### src/rtl/core_pkg.sv
// core_pkg: shared decode types for the RV32I pipeline.
//   inst_type_e / alu_op_e / wb_sel_e / arg1_sel_e : control-word field encodings
//   ctrl_t   : packed 20-bit control word, CtrlW derived from it
//   Op*      : major opcode constants, InstEbreak: the one accepted SYSTEM encoding
package core_pkg;

  typedef enum logic [3:0] {
    ItLoad   = 4'd0,
    ItImm    = 4'd1,
    ItStore  = 4'd2,
    ItReg    = 4'd3,
    ItLui    = 4'd4,
    ItAuipc  = 4'd5,
    ItBranch = 4'd6,
    ItJalr   = 4'd7,
    ItJal    = 4'd8
  } inst_type_e;

  typedef enum logic [4:0] {
    AluAdd    = 5'd0,
    AluSub    = 5'd1,
    AluOr     = 5'd2,
    AluAnd    = 5'd3,
    AluXor    = 5'd4,
    AluSll    = 5'd5,
    AluSrl    = 5'd6,
    AluSra    = 5'd7,
    AluSlt    = 5'd8,
    AluSltu   = 5'd9,
    AluMul    = 5'd10,
    AluMulh   = 5'd11,
    AluMulhsu = 5'd12,
    AluMulhu  = 5'd13,
    AluDiv    = 5'd14,
    AluDivu   = 5'd15,
    AluRem    = 5'd16,
    AluRemu   = 5'd17
  } alu_op_e;

  typedef enum logic [1:0] {
    WbMem = 2'd0,
    WbAlu = 2'd1,
    WbPc4 = 2'd2
  } wb_sel_e;

  typedef enum logic [1:0] {
    Arg1Rs1  = 2'd0,
    Arg1Pc   = 2'd1,
    Arg1Zero = 2'd2
  } arg1_sel_e;

  typedef struct packed {
    inst_type_e inst_type;    // [19:16]
    logic       dmem_we;      // [15]
    logic       jump;         // [14]
    wb_sel_e    wb_sel;       // [13:12]
    arg1_sel_e  arg1_sel;     // [11:10]
    logic       arg2_sel;     // [9]   1: imm, 0: rs2
    logic       rf_we;        // [8]
    alu_op_e    alu_op;       // [7:3]
    logic [2:0] branch_type;  // [2:0] funct3 of a branch
  } ctrl_t;

  localparam int unsigned CtrlW = $bits(ctrl_t);

  localparam logic [6:0] OpLoad   = 7'b0000011;
  localparam logic [6:0] OpImm    = 7'b0010011;
  localparam logic [6:0] OpStore  = 7'b0100011;
  localparam logic [6:0] OpReg    = 7'b0110011;
  localparam logic [6:0] OpLui    = 7'b0110111;
  localparam logic [6:0] OpAuipc  = 7'b0010111;
  localparam logic [6:0] OpBranch = 7'b1100011;
  localparam logic [6:0] OpJalr   = 7'b1100111;
  localparam logic [6:0] OpJal    = 7'b1101111;
  localparam logic [6:0] OpFence  = 7'b0001111;
  localparam logic [6:0] OpSystem = 7'b1110011;

  localparam logic [31:0] InstEbreak = 32'h0010_0073;

endpackage

### src/rtl/decode_stage_if.sv
// decode_stage_if: fetch->decode and decode->execute handshake bundle.
//   in_valid/in_ready/in_inst/in_pc             : fetch side
//   out_valid/out_ready/out_ctrl/out_inst/out_pc/out_illegal : execute side
// Modports: slave is the decode stage, master is whoever drives fetch and
// consumes the execute side (pipeline glue or a bench).
interface decode_stage_if #(
  parameter int unsigned PC_W = 32
);
  import core_pkg::*;

  logic            in_valid;
  logic            in_ready;
  logic [31:0]     in_inst;
  logic [PC_W-1:0] in_pc;

  logic            out_valid;
  logic            out_ready;
  ctrl_t           out_ctrl;
  logic [31:0]     out_inst;
  logic [PC_W-1:0] out_pc;
  logic            out_illegal;

  modport slave (
    input  in_valid, in_inst, in_pc, out_ready,
    output in_ready, out_valid, out_ctrl, out_inst, out_pc, out_illegal
  );

  modport master (
    output in_valid, in_inst, in_pc, out_ready,
    input  in_ready, out_valid, out_ctrl, out_inst, out_pc, out_illegal
  );

endinterface

### src/rtl/decode_comb.sv
// decode_comb: pure combinational RV32I instruction -> control word mapping.
//   i_inst      : raw 32-bit instruction
//   o_ctrl      : control word, all-zero for illegal encodings and ebreak
//   o_illegal   : encoding is illegal or unsupported (fence, ecall, csr, ...)
//   o_is_ebreak : instruction is exactly ebreak
// Build option: DECODE_RV32M_EN makes OP with funct7=0000001 (M extension) legal.
module decode_comb
  import core_pkg::*;
(
  input  logic [31:0] i_inst,
  output ctrl_t       o_ctrl,
  output logic        o_illegal,
  output logic        o_is_ebreak
);

  logic [6:0] w_opcode;
  logic [2:0] w_funct3;
  logic [6:0] w_funct7;
  alu_op_e    w_f3_alu;
  ctrl_t      w_ctrl;
  logic       w_legal;
  logic       w_is_ebreak;

  assign w_opcode = i_inst[6:0];
  assign w_funct3 = i_inst[14:12];
  assign w_funct7 = i_inst[31:25];

  // funct3 -> ALU op, common to OP and OP-IMM
  always_comb begin
    case (w_funct3)
      3'b000:  w_f3_alu = AluAdd;
      3'b001:  w_f3_alu = AluSll;
      3'b010:  w_f3_alu = AluSlt;
      3'b011:  w_f3_alu = AluSltu;
      3'b100:  w_f3_alu = AluXor;
      3'b101:  w_f3_alu = AluSrl;
      3'b110:  w_f3_alu = AluOr;
      default: w_f3_alu = AluAnd;
    endcase
  end

  always_comb begin
    w_ctrl             = '0;
    w_ctrl.wb_sel      = WbAlu;
    w_ctrl.arg1_sel    = Arg1Rs1;
    w_ctrl.arg2_sel    = 1'b1;
    w_ctrl.rf_we       = 1'b1;
    w_ctrl.alu_op      = AluAdd;
    w_legal            = 1'b0;
    w_is_ebreak        = 1'b0;
    if (i_inst[1:0] == 2'b11) begin
      case (w_opcode)
        OpLoad: begin
          w_ctrl.inst_type = ItLoad;
          w_ctrl.wb_sel    = WbMem;
          w_legal = (w_funct3 != 3'b011) && (w_funct3 != 3'b110) && (w_funct3 != 3'b111);
        end
        OpImm: begin
          w_ctrl.inst_type = ItImm;
          w_ctrl.alu_op    = w_f3_alu;
          case (w_funct3)
            3'b001: w_legal = (w_funct7 == 7'b0000000);
            3'b101: begin
              w_legal = (w_funct7 == 7'b0000000) || (w_funct7 == 7'b0100000);
              if (w_funct7[5]) w_ctrl.alu_op = AluSra;
            end
            default: w_legal = 1'b1;
          endcase
        end
        OpStore: begin
          w_ctrl.inst_type = ItStore;
          w_ctrl.dmem_we   = 1'b1;
          w_ctrl.rf_we     = 1'b0;
          w_ctrl.wb_sel    = WbMem;
          w_legal = !w_funct3[2] && (w_funct3[1:0] != 2'b11);
        end
        OpReg: begin
          w_ctrl.inst_type = ItReg;
          w_ctrl.arg2_sel  = 1'b0;
          if (w_funct7 == 7'b0000000) begin
            w_legal       = 1'b1;
            w_ctrl.alu_op = w_f3_alu;
          end else if ((w_funct7 == 7'b0100000) &&
                       ((w_funct3 == 3'b000) || (w_funct3 == 3'b101))) begin
            w_legal       = 1'b1;
            w_ctrl.alu_op = w_funct3[2] ? AluSra : AluSub;
          end
`ifdef DECODE_RV32M_EN
          else if (w_funct7 == 7'b0000001) begin
            w_legal       = 1'b1;
            w_ctrl.alu_op = alu_op_e'(5'd10 + {2'b00, w_funct3});
          end
`endif
        end
        OpLui: begin
          w_ctrl.inst_type = ItLui;
          w_ctrl.arg1_sel  = Arg1Zero;
          w_legal          = 1'b1;
        end
        OpAuipc: begin
          w_ctrl.inst_type = ItAuipc;
          w_ctrl.arg1_sel  = Arg1Pc;
          w_legal          = 1'b1;
        end
        OpBranch: begin
          // Only operands and condition here; taken/not-taken is resolved in execute.
          w_ctrl.inst_type   = ItBranch;
          w_ctrl.arg2_sel    = 1'b0;
          w_ctrl.rf_we       = 1'b0;
          w_ctrl.wb_sel      = WbMem;
          w_ctrl.alu_op      = AluSub;
          w_ctrl.branch_type = w_funct3;
          w_legal            = (w_funct3[2:1] != 2'b01);
        end
        OpJalr: begin
          w_ctrl.inst_type = ItJalr;
          w_ctrl.jump      = 1'b1;
          w_ctrl.wb_sel    = WbPc4;
          w_legal          = (w_funct3 == 3'b000);
        end
        OpJal: begin
          w_ctrl.inst_type = ItJal;
          w_ctrl.jump      = 1'b1;
          w_ctrl.wb_sel    = WbPc4;
          w_ctrl.arg1_sel  = Arg1Pc;
          w_legal          = 1'b1;
        end
        OpSystem: begin
          // ebreak is the only SYSTEM encoding handled; ecall/csr* are unsupported
          w_is_ebreak = (i_inst == InstEbreak);
          w_legal     = w_is_ebreak;
        end
        default: w_legal = 1'b0;  // includes OpFence
      endcase
    end
    if (!w_legal || w_is_ebreak) w_ctrl = '0;
  end

  assign o_ctrl      = w_ctrl;
  assign o_illegal   = !w_legal;
  assign o_is_ebreak = w_is_ebreak;

endmodule

### src/rtl/decode_stage.sv
// decode_stage: registered RV32I decode stage with ebreak drain/halt.
//   i_clk    : clock
//   i_rst    : synchronous active-high reset
//   i_flush  : squash the held entry and any pending drain (ignored once halted)
//   io_bus   : decode_stage_if.slave, fetch handshake in, control word out
//   o_halt   : sticky, set DRAIN_CYCLES cycles after an ebreak is accepted
// Parameters: PC_W (must match io_bus), DRAIN_CYCLES in 1..255.
// Build option: DECODE_RV32M_EN enables M-extension decode in decode_comb.
module decode_stage
  import core_pkg::*;
#(
  parameter int unsigned PC_W         = 32,
  parameter int unsigned DRAIN_CYCLES = 4
) (
  input  logic          i_clk,
  input  logic          i_rst,
  input  logic          i_flush,
  decode_stage_if.slave io_bus,
  output logic          o_halt
);

  typedef enum logic [1:0] {StRun, StDrain, StHalted} state_e;

  localparam logic [7:0] DrainInit = 8'(DRAIN_CYCLES - 1);

  state_e          r_state, w_state_d;
  logic [7:0]      r_cnt, w_cnt_d;
  logic            r_out_valid;
  ctrl_t           r_out_ctrl;
  logic [31:0]     r_out_inst;
  logic [PC_W-1:0] r_out_pc;
  logic            r_out_illegal;

  ctrl_t           w_dec_ctrl;
  logic            w_dec_illegal;
  logic            w_dec_ebreak;
  logic            w_in_ready;
  logic            w_halt;
  logic            w_accept;
  logic            w_flush_eff;

  decode_comb u_decode_comb (
    .i_inst      (io_bus.in_inst),
    .o_ctrl      (w_dec_ctrl),
    .o_illegal   (w_dec_illegal),
    .o_is_ebreak (w_dec_ebreak)
  );

  assign w_accept    = io_bus.in_valid && w_in_ready;
  // A halted core only leaves via reset, so flush is ignored there.
  assign w_flush_eff = i_flush && (r_state != StHalted);

  // State register
  always_ff @(posedge i_clk) begin
    if (i_rst) begin
      r_state <= StRun;
      r_cnt   <= 8'd0;
    end else begin
      r_state <= w_state_d;
      r_cnt   <= w_cnt_d;
    end
  end

  // Next state
  always_comb begin
    w_state_d = r_state;
    w_cnt_d   = r_cnt;
    case (r_state)
      StRun: begin
        if (!i_flush && w_accept && w_dec_ebreak) begin
          w_state_d = StDrain;
          w_cnt_d   = DrainInit;
        end
      end
      StDrain: begin
        if (i_flush) begin
          // ebreak was on a wrong path
          w_state_d = StRun;
          w_cnt_d   = 8'd0;
        end else if (r_cnt == 8'd0) begin
          w_state_d = StHalted;
        end else begin
          w_cnt_d = r_cnt - 8'd1;
        end
      end
      StHalted: w_state_d = StHalted;
      default:  w_state_d = StRun;
    endcase
  end

  // FSM outputs
  always_comb begin
    w_in_ready = 1'b0;
    w_halt     = 1'b0;
    case (r_state)
      StRun:    w_in_ready = !r_out_valid || io_bus.out_ready;
      StHalted: w_halt     = 1'b1;
      default:  ;
    endcase
  end

  // Output entry; a load with out_ready high replaces the leaving entry on the same edge.
  always_ff @(posedge i_clk) begin
    if (i_rst) begin
      r_out_valid   <= 1'b0;
      r_out_ctrl    <= '0;
      r_out_inst    <= '0;
      r_out_pc      <= '0;
      r_out_illegal <= 1'b0;
    end else if (w_flush_eff) begin
      r_out_valid <= 1'b0;
    end else if (w_accept) begin
      r_out_valid   <= 1'b1;
      r_out_ctrl    <= w_dec_ctrl;
      r_out_inst    <= io_bus.in_inst;
      r_out_pc      <= io_bus.in_pc;
      r_out_illegal <= w_dec_illegal;
    end else if (io_bus.out_ready) begin
      r_out_valid <= 1'b0;
    end
  end

  assign io_bus.in_ready    = w_in_ready;
  assign io_bus.out_valid   = r_out_valid;
  assign io_bus.out_ctrl    = r_out_ctrl;
  assign io_bus.out_inst    = r_out_inst;
  assign io_bus.out_pc      = r_out_pc;
  assign io_bus.out_illegal = r_out_illegal;
  assign o_halt             = w_halt;

endmodule

### src/flat_wrapper.sv
// flat-port wrapper written by rule: the top's interface ports become plain ports
module decode_stage_flat import core_pkg::*;
#(
  parameter int unsigned PC_W         = 32,
  parameter int unsigned DRAIN_CYCLES = 4
)
  (i_clk, i_rst, i_flush, o_halt, io_bus_in_valid, io_bus_in_inst, io_bus_in_pc, io_bus_out_ready, io_bus_in_ready, io_bus_out_valid, io_bus_out_ctrl, io_bus_out_inst, io_bus_out_pc, io_bus_out_illegal);
  decode_stage_if #(.PC_W(PC_W)) io_bus_i ();
  input  logic i_clk;
  input  logic i_rst;
  input  logic i_flush;
  output logic o_halt;
  input wire logic [$bits(io_bus_i.in_valid)-1:0] io_bus_in_valid;
  input wire logic [$bits(io_bus_i.in_inst)-1:0] io_bus_in_inst;
  input wire logic [$bits(io_bus_i.in_pc)-1:0] io_bus_in_pc;
  input wire logic [$bits(io_bus_i.out_ready)-1:0] io_bus_out_ready;
  output wire logic [$bits(io_bus_i.in_ready)-1:0] io_bus_in_ready;
  output wire logic [$bits(io_bus_i.out_valid)-1:0] io_bus_out_valid;
  output wire logic [$bits(io_bus_i.out_ctrl)-1:0] io_bus_out_ctrl;
  output wire logic [$bits(io_bus_i.out_inst)-1:0] io_bus_out_inst;
  output wire logic [$bits(io_bus_i.out_pc)-1:0] io_bus_out_pc;
  output wire logic [$bits(io_bus_i.out_illegal)-1:0] io_bus_out_illegal;
  assign io_bus_i.in_valid = io_bus_in_valid;
  assign io_bus_i.in_inst = io_bus_in_inst;
  assign io_bus_i.in_pc = io_bus_in_pc;
  assign io_bus_i.out_ready = io_bus_out_ready;
  assign io_bus_in_ready = io_bus_i.in_ready;
  assign io_bus_out_valid = io_bus_i.out_valid;
  assign io_bus_out_ctrl = io_bus_i.out_ctrl;
  assign io_bus_out_inst = io_bus_i.out_inst;
  assign io_bus_out_pc = io_bus_i.out_pc;
  assign io_bus_out_illegal = io_bus_i.out_illegal;
  decode_stage #(.PC_W(PC_W), .DRAIN_CYCLES(DRAIN_CYCLES)) u_core (.i_clk(i_clk), .i_rst(i_rst), .i_flush(i_flush), .io_bus(io_bus_i), .o_halt(o_halt));
endmodule
### config.mk
export PLATFORM = sky130hd
export DESIGN_NAME = decode_stage_flat
export DESIGN_NICKNAME = d
export VERILOG_FILES = /design/src/rtl/core_pkg.sv /design/src/rtl/decode_stage_if.sv /design/src/rtl/decode_comb.sv /design/src/rtl/decode_stage.sv /design/src/flat_wrapper.sv
export SDC_FILE = /design/constraint.sdc
export NUM_CORES = 1
export LEC_CHECK = 0
export BUFFER_PORTS_ARGS = -buffer_cell sky130_fd_sc_hd__buf_4
export CAP_MARGIN = 0
export CORE_MARGIN = 1
export CORE_UTILIZATION = 44
export DETAILED_ROUTE_END_ITERATION = 12
export GPL_ROUTABILITY_DRIVEN = 0
export PLACE_DENSITY_LB_ADDON = 0.3
export SYNTH_ARGS = -nofsm -noshare
export SYNTH_HDL_FRONTEND = slang
export SYNTH_SLANG_ARGS = --single-unit
### constraint.sdc
create_clock -name i_clk -period 2.92 [get_ports i_clk]
set_clock_uncertainty 0.15 [all_clocks]
set_input_delay 0.876 -clock i_clk [delete_from_list [all_inputs] [get_ports i_clk]]
set_output_delay 0.876 -clock i_clk [all_outputs]
set_load 0.005 [all_outputs]
Word-level counts from Yosys, hierarchy flattened
Cells that the tools add are included.

storage, ports and cells
  logic and storage cells = 115
  bits in registers = 96
  output and inout bits = 88

operators by class
  equality and inequality tests = 30
  reductions and logical operators = 32
  add/subtract/negate cells = 1
  bitwise operators = 1
  muxes and demuxes = 36

operator list
  operator                                                                 number
  20-bit two-way mux                                                       2
  32-bit by 21-bit equality test with 1-bit output, second input constant  1
  4-bit one-hot mux with 8 select lines                                    1
  7-bit by 6-bit equality test with 1-bit output, second input constant    4
  7-bit equality test, second input constant                               4
  4-bit one-hot mux with 7 select lines                                    1
  8-bit two-way mux                                                        3
  8-bit one-hot mux with 2 select lines                                    1
  5-bit two-way mux                                                        3
  5-bit one-hot mux with 3 select lines                                    1
  7-bit by 5-bit equality test with 1-bit output, second input constant    2
  1-bit two-way mux                                                        13
  2-bit OR reduction                                                       5
  3-bit equality test, second input constant                               3
  3-bit two-way mux                                                        3
  3-bit inequality test, second input constant                             3
  1-bit logical AND                                                        8
  8-bit zero test                                                          1
  1-bit one-hot mux with 8 select lines                                    1
  2-bit one-hot mux with 2 select lines                                    2
  8-bit by 1-bit subtractor with 8-bit output, second input constant       1
  7-bit by 2-bit equality test with 1-bit output, second input constant    1
  7-bit zero test                                                          1
  3-bit by 2-bit equality test with 1-bit output, second input constant    2
  other kinds (18)                                                         33

Depth between registers and ports, before layout
  depth after elaboration = 10
  mapped depth = 7
  gate-level depth less buffers = 7

By module
Synthesis repeated with hierarchy kept, for this count alone.

unflattened totals
  cells, all modules = 549
  area, all modules = 4,160.2 um^2

by module, submodules not included
  module        cells an instance  times used  area an instance (um^2)  sequential area each (um^2)
  decode_stage  460                1           3,572.2                  1,921.8
  decode_comb   89                 1           588.1                    0.0

Worst setup path before layout
No wires, ideal clock.

  kind = input -> register
  start point = input io_bus_in_inst[25]
  end point = register u_core.r_cnt[4]
  setup slack = 0.041 ns
  arrival time = 2.659 ns
  required time = 2.700 ns
  setup time = 0.070 ns
  stages = 6
  cells stage by stage = or4_4 > or2_4 > nor4_4 > nor2_1 > or3_1 > a21oi_1

between the ends
  word-level cells in the longest chain between the ends = 6

ends and longest elaborated chain
  element                                                            RTL line            RTL
  start: declaration                                                 flat_wrapper.sv:14  input wire logic [$bits(io_bus_i.in_inst)-1:0] io_bus_in_inst;
  32-bit by 21-bit equality test with 1-bit output                   decode_comb.sv:130  w_is_ebreak = (i_inst == InstEbreak);
  1-bit two-way mux                                                  decode_comb.sv:52   case (w_opcode)
  1-bit two-way mux                                                  decode_comb.sv:51   if (i_inst[1:0] == 2'b11) begin
  1-bit logical AND                                                  decode_stage.sv:70  if (!i_flush && w_accept && w_dec_ebreak) begin
  2-bit by 1-bit inequality test with 1-bit output (no source line)  n/a
  3-bit AND reduction (no source line)                               n/a
  end signal: assignment                                             decode_stage.sv:60  r_cnt <= w_cnt_d;
  end: declaration                                                   decode_stage.sv:27  logic [7:0] r_cnt, w_cnt_d;

Every way passes these cells.
A chain may end at the register's enable or synchronous reset.

Worst setup path after layout
  start point = input io_bus_in_inst[25]
  end point = register u_core.r_cnt[6]

Same word-level chain as after synthesis.

==> metrics.txt <==
drt total wl 10.6 mm; Clock Sinks 94; die height 96.8 microns; Fin. Hold Viols 0; CP arrival 2.75 ns; GRT Residual Overflow 0; Max-slew headroom 55.0%; post-CTS resize count 0; Post-Synth XOR/XNOR Area 1.33%; crit path capture type register; Post-Syn Instances 515; worst slack, placed -0.0866 ns; Hold WS 0.309 ns; Filler cells 796; WL per Instance 13.8 microns; critical path required time 3.03 ns; H-tree depth 3; R2R Path End u_core.r_cnt[3]; Die ar. 9380 sq um; CTS Buf Count 9; Yosys top cell area share 47.6%; layout cells sized above 1 29.4%; Remaining DRCs 0; Sequential Area 1880 sq um; highest-count cells in the layout ignoring fill and taps buf_4 (168), nand2_1 (143), dfxtp_1 (94); RSZ-0062 raised after global routing no; Distinct cells, synth 51; count of hold-fix buffers inserted at cts 0; gr usage total 22.4%; crit start category input port; vias in the first global route 3784; Seq/Total Area, Yosys 47.6%; final period utilization 90.3%; Post-CTS Setup Bufs 0; DR iter-0 viols 221; I/O Buffers 155; Area growth syn-to-layout 37.5%; asr flop ratio synth 0%; Crit Path Class input port to register; most used cell, CP buf_4; Hold Path Class register to register; worst reg-to-reg setup slack 0.92 ns; post-synthesis compound-gate area fraction 18.1%; first-pass GRT wire length 17.5 mm; Final #Nets 729; Post-DRT Antenna Nets 0; Root Buffer clkbuf_8; main flop type after synthesis dfxtp_1; DP Wirelength 7.57 mm; DRT Pass-1 Iters 5; Post-synth EDFFs 0; leading cell type in the layout, fill and taps excluded buf_4; largest cells by area after synthesis dfxtp_1 (48%), nand2_1 (14%), a21oi_1 (11%), clkbuf_1 (3.1%), nor2_1 (2.8%); num ports 157; Hold Startpoint u_core.io_bus.out_pc[14]; Setup WS post-layout 0.283 ns; simple-gate area share of the yosys netlist 27.8%; crit-path cells buf_4, or4_4, or2_4, nor4_4, buf_4, o211ai_1, xnor2_1, nor2b_1; multi-input logic area 1900 sq um; post-synthesis register bit count 94; Slew Viols, Final 0; initial core utilization 45.4%; Final Critical Period 2.64 ns; cell taking the most area after synthesis dfxtp_1; Bufs on Longest Clock Path 2; multiplexer share of the synthesized area 0%; status finished, final reports clean; synthesized area 3960 sq um; initial antenna violation count 0; Max Freq 0.379 GHz; Max Cap Viol 0; worst r2r src u_core.r_cnt[3]; syn_area_per_cell 7.68 sq um; Yosys warning total 0; Row Count 34; peak per-stage delay on the critical path 0.55 ns; pwr/cell area 477 nW/um^2; vias 4101; Critical Path Fanout Max 5; worst skew pair latency 0.36 ns; Post-Synth Adder-Cell Area 0.633%; drt via density 5.32; ant diodes 0; crit path from io_bus_in_inst[25]; slowest CP cell or4_4; leakage power 2.30 nW; FF-to-FF path depth 7; worst ir drop on vdd 0.293 mV; Worst-Margin Slew 0.676 ns; Die Wd 96.8 microns; clock-pin transition on the worst setup and hold timing paths 0.09 ns; core box area 8720 sq um; largest net degree at the start of global routing 84; CTS tree built; setup violators final 0; WHS Endpoint u_core.io_bus.out_pc[14]; syn nets 586; largest family of logic cells by synthesized area simple AND/OR/NAND/NOR gates; hold path depth 2
==> flip-flops by register name, indices dropped and copies added (netlist names) <==
register and count:
u_core.io_bus.out_valid 1, u_core.io_bus.out_ctrl 18, u_core.io_bus.out_illegal 1, u_core.io_bus.out_inst 32
u_core.io_bus.out_pc 32, u_core.r_cnt 8, u_core.r_state 2
==> metal layers <==
metal	share of wire, %	global-route usage (%)
met1	44	28.4
met3	7.7	7.15
met4	1.6	7.92
met2	47	35.8
met5	0	0
==> synthesized netlist by cell type (all sizes together), types with 4 or more instances <==
library cell  count
nand2           144
clkbuf           33
o41ai             4
o21ai            12
dfxtp            94
nand3            13
buf               4
inv               8
nor4              7
nor2             30
a21oi            90
nor3              5
or3               4
nand4             7
xor2              5
nor2b             6
nand2b            7
==> how the worst max path moves through the flow <==
stage / to
after floorplan: u_core.r_cnt[4]
after global placement: u_core.r_cnt[6]
after detailed placement: u_core.r_cnt[6]
after CTS: u_core.r_cnt[7]
after global routing: u_core.r_cnt[6]
final: u_core.r_cnt[6]
==> worst max-delay path: cells and delay by family <==
kind            cells  cell delay, ns
xor+xnor            1            0.15
compound gates      1            0.11
simple gates        4            1.30
buf+inv             2            0.30
==> layout make-up <==
| type | instances | area share [%] |
|---|---|---|
| well taps | 108 | 2.48 |
| inverters | 8 | 0.552 |
| multi-input cells | 376 | 35.0 |
| repair buffers | 169 | 23.5 |
| clock inverters | 6 | 1.36 |
| clock buffers | 10 | 2.53 |
| flip-flops and latches | 94 | 34.6 |
==> per-stage QoR <==
| step | setup TNS [ns] | utilization [%] | instance area (sq um) | instances | total power [mW] |
|---|---|---|---|---|---|
| floorplan | 0 | - | 3960 | 515 | 1.52 |
| global route | 0 | 62.4 | 5440 | 771 | 2.71 |
| CTS | 0 | 62.4 | 5440 | 771 | 2.62 |
| finish | 0 | 62.4 | 5440 | 771 | 2.60 |
| global placement | -0.0728 | 60.0 | 5230 | 755 | 1.70 |
| detailed placement | -0.248 | 60.0 | 5230 | 755 | 1.71 |
==> power breakdown <==
part	leakage, nW	switching [mW]	internal [mW]
Combinational	1.42	0.168	0.162
Sequential	0.764	0.0223	1.32
Clock	0.109	0.485	0.435
==> cells by family (layout without fill, tap and decap cells) <==
kind of cell               Yosys count  after routing
AOI/OAI and AO/OA                  126            126
xor gates and xnor gates             6              6
adders and majority gates            2              2
buffers and inverters               45            193
DFF                                 94             94
other                                1              1
and+or+nand+nor                    241            241
No activity file was read; power rests on OpenSTA's default activity.
